$ cat src/rtl/sync_ram_sdp.sv
// Simple-dual-port synchronous RAM with hardware clear sweep and per-word written flags.
// Define RAM_BYPASS_EN for write-first same-address collisions (read-first otherwise).
module sync_ram_sdp #(
    parameter int ADDR_WIDTH = 2,
    parameter int DATA_WIDTH = 4
) (
    input  logic                  clk_2,
    input  logic                  rst_n,
    input  logic                  wr_en,
    input  logic [ADDR_WIDTH-1:0] wr_addr,
    input  logic [DATA_WIDTH-1:0] wr_data,
    input  logic                  rd_en,
    input  logic [ADDR_WIDTH-1:0] rd_addr,
    input  logic                  clr_req,
    output logic [DATA_WIDTH-1:0] rd_data,
    output logic                  rd_valid,
    output logic                  rd_hit,
    output logic                  busy
);

    localparam int DEPTH = 2 ** ADDR_WIDTH;
    localparam logic [ADDR_WIDTH:0] LAST_PTR = (ADDR_WIDTH + 1)'(DEPTH - 1);

    typedef enum logic {
        S_SWEEP,
        S_IDLE
    } state_t;

    state_t                r_state;
    logic [ADDR_WIDTH:0]   r_ptr;
    logic [DATA_WIDTH-1:0] r_mem [DEPTH];
    logic [DEPTH-1:0]      r_written;

    logic                  w_idle;
    logic                  w_mem_we;
    logic [ADDR_WIDTH-1:0] w_mem_addr;
    logic [DATA_WIDTH-1:0] w_mem_wdata;
    logic [DATA_WIDTH-1:0] w_rd_word;
    logic                  w_rd_flag;

    assign w_idle      = (r_state == S_IDLE);
    // The sweep and the user write share the single RAM write port.
    assign w_mem_we    = rst_n & (~w_idle | wr_en);
    assign w_mem_addr  = w_idle ? wr_addr : r_ptr[ADDR_WIDTH-1:0];
    assign w_mem_wdata = w_idle ? wr_data : '0;

`ifdef RAM_BYPASS_EN
    logic w_collide;
    assign w_collide = wr_en & (wr_addr == rd_addr);
    assign w_rd_word = w_collide ? wr_data : r_mem[rd_addr];
    assign w_rd_flag = w_collide | r_written[rd_addr];
`else
    assign w_rd_word = r_mem[rd_addr];
    assign w_rd_flag = r_written[rd_addr];
`endif

    always_ff @(posedge clk_2) begin
        if (w_mem_we) begin
            r_mem[w_mem_addr]     <= w_mem_wdata;
            r_written[w_mem_addr] <= w_idle;
        end
    end

    always_ff @(posedge clk_2) begin
        if (!rst_n) begin
            r_state  <= S_SWEEP;
            r_ptr    <= '0;
            rd_data  <= '0;
            rd_valid <= 1'b0;
            rd_hit   <= 1'b0;
            busy     <= 1'b1;
        end else begin
            unique case (r_state)
                S_SWEEP: begin
                    rd_valid <= 1'b0;
                    r_ptr    <= r_ptr + 1'b1;
                    if (r_ptr == LAST_PTR) begin
                        r_state <= S_IDLE;
                        busy    <= 1'b0;
                    end
                end
                S_IDLE: begin
                    rd_valid <= rd_en;
                    if (rd_en) begin
                        rd_data <= w_rd_word;
                        rd_hit  <= w_rd_flag;
                    end
                    if (clr_req) begin
                        r_state <= S_SWEEP;
                        r_ptr   <= '0;
                        busy    <= 1'b1;
                    end
                end
            endcase
        end
    end

endmodule

$ cat config.mk
export PLATFORM = sky130hd
export DESIGN_NAME = sync_ram_sdp
export DESIGN_NICKNAME = d
export VERILOG_FILES = /design/src/rtl/sync_ram_sdp.sv
export SDC_FILE = /design/constraint.sdc
export NUM_CORES = 1
export LEC_CHECK = 0
export CORE_UTILIZATION = 30
export DETAILED_ROUTE_END_ITERATION = 10
export HOLD_SLACK_MARGIN = 0.06
export SLEW_MARGIN = 20
export SYNTH_ARGS = -nofsm -noshare
export SYNTH_HDL_FRONTEND = slang
export SYNTH_SLANG_ARGS = --single-unit
$ cat constraint.sdc
create_clock -name clk_2 -period 1.5 [get_ports clk_2]
set_input_delay 0.45 -clock clk_2 [delete_from_list [all_inputs] [get_ports clk_2]]
set_output_delay 0.45 -clock clk_2 [all_outputs]
set_load 0.005 [all_outputs]
**Word-level counts from Yosys, hierarchy flattened**

Memory sizes are Yosys's and may differ from the RTL's. A register that Yosys moved wholly into a read port is not among the register bits.
Cells that the tools add are included.

- Register bits after elaboration: 11
- Bits in latches: 0
- Bits in writable memories: 16
- ROM bits: 0
- Input port bits: 13
- Output and inout port bits: 7
- Word-level logic and storage cells: 39
- Memories kept: 1

- Add/subtract/negate cells: 1
- $mul: 0
- Divide/modulo/power cells: 0
- $lt $le $gt $ge: 3
- Eq/ne operators: 3
- Shift operators: 0
- Multiplexer cells: 18
- Bitwise operators: 3
- Reduce and logical (&&, ||, !) cells: 4

Memory list:

| name | words | width | rd ports | clocked after memory_dff | write ports | RTL line | RTL |
|---|---|---|---|---|---|---|---|
| r_mem | 4 | 4 | 1 | 1 | 1 | 31 | `logic [DATA_WIDTH-1:0] r_mem [DEPTH];` |

Operators with widths:

| cell | count |
|---|---|
| 1-bit 2-to-1 mux | 8 |
| 2-bit by 3-bit less-than comparator with 1-bit output, second input constant | 2 |
| 1-bit one-hot mux with 2 select lines | 3 |
| 3-bit one-hot mux with 2 select lines | 1 |
| 4-bit bitwise mux | 1 |
| 4-bit 2-to-1 mux | 1 |
| 2-bit AND reduction | 2 |
| 3-bit by 1-bit adder with 3-bit output, second input constant | 1 |
| 3-bit by 2-bit == test with 1-bit output, second input constant | 1 |
| 3-bit 2-to-1 mux | 1 |
| 1-bit binary-select mux with 2-bit select | 1 |
| 1-bit demux with 2-bit select | 1 |
| 2-bit by 1-bit >= comparator with 1-bit output, second input constant | 1 |
| 2-bit 2-to-1 mux | 1 |
| 2-bit by 1-bit != test with 1-bit output, second input constant | 1 |
| 2-bit != test, second input constant | 1 |
| 1-bit bitwise AND | 1 |
| 1-bit logical AND | 1 |
| 1-bit zero test | 1 |
| 1-bit inverter | 1 |
| 1-bit bitwise OR | 1 |

**Depth between registers and ports, before layout**

- Depth after elaboration: 6
- Depth in mapped cells: 5
- Depth with buffers taken out: 5

**Worst setup path after synthesis**

No wires, ideal clock.

- Kind: register to register
- Start: register r_state
- End: memory r_mem[0][0], enable pin
- Library setup time: 340 ps
- Data arrival time: 1076 ps
- Data required time: 1160 ps
- Setup slack: 84 ps
- Stages on the path, launching flop included: 5
- Path buffers: 1
- Clock period less this slack: 1416 ps
- Path through: dfxtp_1 buf_6 mux2i_1 nand2_1 nor2_1

- Longest elaborated chain between the ends: 5
- Elaborated cells on any way between the ends: 6
- Those cells by class: 3 x mux; 3 x bitwise

Ends and longest elaborated chain:

| item | RTL line | RTL |
|---|---|---|
| start, declared | 29 | `state_t r_state;` |
| start signal, assigned | 66 | `r_state <= S_SWEEP;` |
| start signal, assigned | 78 | `r_state <= S_IDLE;` |
| start signal, assigned | 89 | `r_state <= S_SWEEP;` |
| 1-bit inverter | n/a |  |
| 1-bit bitwise OR | 43 | `assign w_mem_we = rst_n & (~w_idle \| wr_en);` |
| 1-bit bitwise AND | 43 |  |
| 1-bit 2-to-1 mux | 58 | `if (w_mem_we) begin` |
| 1-bit 2-to-1 mux (implied by the code) | 59 | `r_mem[w_mem_addr] <= w_mem_wdata;` |
| end, declared | 31 |  |

Several ways; a longest one is shown, not always the timed one.

**Final worst setup path**

- Start: input rst_n
- End: register rd_data[3], read port of r_mem

- Longest elaborated chain between the ends: 1

Ends and longest elaborated chain:

| item | RTL line | RTL |
|---|---|---|
| start, declared | 8 | `input logic rst_n,` |
| 1-bit zero test (no source line) | n/a |  |
| end, declared | 15 | `output logic [DATA_WIDTH-1:0] rd_data,` |

No other way between the ends.
A chain may end at the register's enable or synchronous reset.

==> out/results.ini <==
[route]
dr.pass1.iters=4
wl_met2_um=1210
top_layer=met4
drc=0
avgRoutedWirePerCell_um=14.3
drtAntennaViolNets=0
drt_first_iter_violations=18
avgViaCountPerCell=4.75
vias=822
m1WireLength_um=1090
wl_um=2470
wl_met3_um=111

[sta]
relSlewSlack=0.849
setup_violations=0
finalHoldViolCount=0
finClkSkew_ns=0.00476
finalCritPeriodShare=0.957
maxSlewViolCount=0
period_needed_ns=1.43
rsz0062_at_grt=false
tightest_slew_ns=0.221
holdWs_ns=0.488
fmaxAchievable_mhz=697
setup_slack_ns=0.0652

[layout]
drive_gt1_frac=0.146
antenna_cells=0
utilization=0.408
final_design_area_no_fill_mm2=0.00164
final_nets=137
final_cells=173
area_growth_syn_to_layout_pct=30.0

[floorplan]
core-area_mm2=0.00403
dieArea_mm2=0.00448
initial_core_util=0.314
core.rowCount=23
die_y_um=66.9
io_pins=20
die_w_um=66.9

[yosys]
ys_ff_latch=31
synth_cell_types=24
synth.top_cell.area_share=0.475
synth.most_common_cell=edfxtp_1
ys_top_cells_by_area=edfxtp_1 (48%), dfxtp_1 (17%), mux2i_1 (9.5%)
synth-seq-area-share=0.650
synth_cells=92
synth_common_cells=edfxtp_1 (20), mux2i_1 (12), dfxtp_1 (11)
syn_nets=107
syn_area_per_cell_um2=13.7
synth_async_sr_flop_share=0
synth_top_cell_by_area=edfxtp_1
synth_area_mm2=0.00126
yosysWarnings=0
synth_edf_count=20
ys.flop_type=edfxtp_1

[worst_hold_path]
hold_path.class=register to register
min_from=rd_data[2]$_SDFFE_PN0P_

[clock_tree]
clk_pin_slew_worst_paths_ns=0.06
cts_max_level=2
clk_latency_ns=0.28
cts_setup_buffers=0
root_buffer=clkbuf_8
cts_tree=built
ctsLongestPathBuffers=2
cts_sinks=31
postCtsHoldBufs=0
cts_buffers=5

[worst_setup_path]
cp.required_ns=1.70
reg2reg_depth=4
critPathLaunch=rst_n
critPathCaptureType=register
worstPathMaxFanout=8
worstSetupEndpoint=rd_data[3]$_SDFFE_PN0P_
worstReg2RegStart=r_state$_SDFF_PN0_
cp.arrival_ns=1.64
worstSetupPathType=input port to register
startpoint_type=input port
reg2reg_to=r_mem[0][0]$_DFFE_PP_
ff2ff_setup_slack_ns=0.17

[global_routing]
grt_pass1_vias=791
grt-ovfl-total=0
antenna_found_initial=0
track_usage=0.130
grt_max_degree=20
grt_pass1_wl_um=3930

[power]
power_per_cell_area_mw_per_mm2=1120
peakVddDrop_mv=0.581
p_leak_nw=0.658

[placement]
portBuffers=19
place_area_mm2=0.00156
pre_cts_slack_ns=-0.249
gp_congestion=0.715
dp_hpwl_um=1770
dp_cells=165

[status]
status=finished, final reports clean

[job]
cap_violations=0

registers in the layout (all words and copies together) (netlist names):
| signal | count |
|---|---|
| r_mem | 16 |
| r_written | 4 |
| rd_data | 4 |
| r_ptr | 3 |
| busy | 1 |
| r_state | 1 |
| rd_hit | 1 |
| rd_valid | 1 |
final cells by class:
type | count | area [µm²]
clock inverter | 1 | 5.00
tap | 50 | 62.6
clock buffer | 7 | 86.3
inverter | 2 | 7.51
timing repair buffer | 27 | 254
fill | 396 | 2390
sequential | 31 | 821
multi-input combinational | 55 | 407
layout by cell type, fill, tap and decap left out:
cell,Yosys,routed
and2_1,7,7
dlygate4sd2_1,0,7
clkbuf_1,0,1
o22a_1,1,1
buf_4,1,7
ha_1,2,2
clkbuf_8,0,6
inv_1,2,2
buf_12,0,1
nand2_1,7,7
o221ai_2,1,1
nand3_1,5,5
and3_1,1,1
a21boi_1,1,1
nor2b_1,1,1
dfxtp_1,11,11
nand4b_2,1,1
a31oi_1,1,1
o22ai_1,2,2
a21o_1,1,1
o221ai_1,4,4
clkinv_2,0,1
edfxtp_1,20,20
nand2b_1,3,3
mux2i_1,12,12
nor2_1,4,4
nand4_2,1,1
clkdlybuf4s50_1,0,12
routing by layer:
metal  GRT usage  up-vias
met4      0.0638        0
met5           0        -
met2       0.188       17
met1       0.156      396
li1            -      404
met3      0.0668        5
power breakdown:
group	internal [mW]	switching, mW	leakage, nW
Clock	0.369	0.302	0.0482
Combinational	0.103	0.0898	0.328
Sequential	0.958	0.0207	0.282
worst min-delay path by stage:
stage	cells past startpoint	endpoint
after floorplan	2	rd_data[0]$_SDFFE_PN0P_
after global placement	2	rd_data[0]$_SDFFE_PN0P_
after detailed placement	2	rd_data[0]$_SDFFE_PN0P_
after CTS	2	rd_data[0]$_SDFFE_PN0P_
after global routing	2	rd_data[0]$_SDFFE_PN0P_
final	2	rd_data[2]$_SDFFE_PN0P_
per-stage QoR:
step	power, mW	TNS, ns
after global placement	1.19	-4.43
final	1.84	0
after floorplan	1.10	0
after detailed placement	1.20	-5.10
after global routing	1.92	0
after CTS	1.86	0
logic make-up (layout without fill, tap and decap cells):
group / Yosys count / count (layout) / synth area share
compound gates: 11 / 11 / 0.0733
fa+ha+maj: 2 / 2 / 0.0198
buf+inv: 6 / 37 / 0.0287
flops: 31 / 31 / 0.650
mux: 12 / 12 / 0.0951
simple gates: 30 / 30 / 0.134
critical path, stage by stage:
cell	delay [ns]
clkdlybuf4s50_1	0.53
buf_4	0.20
nand4_2	0.21
o221ai_1	0.25
what timing repair did:
| action | in CTS | in global routing |
|---|---|---|
| hold endpoints to repair | 0 | 0 |
| setup endpoints to repair | 7 | 0 |
| resized for setup | 7 | 0 |
No activity file was read; power rests on OpenSTA's default activity.
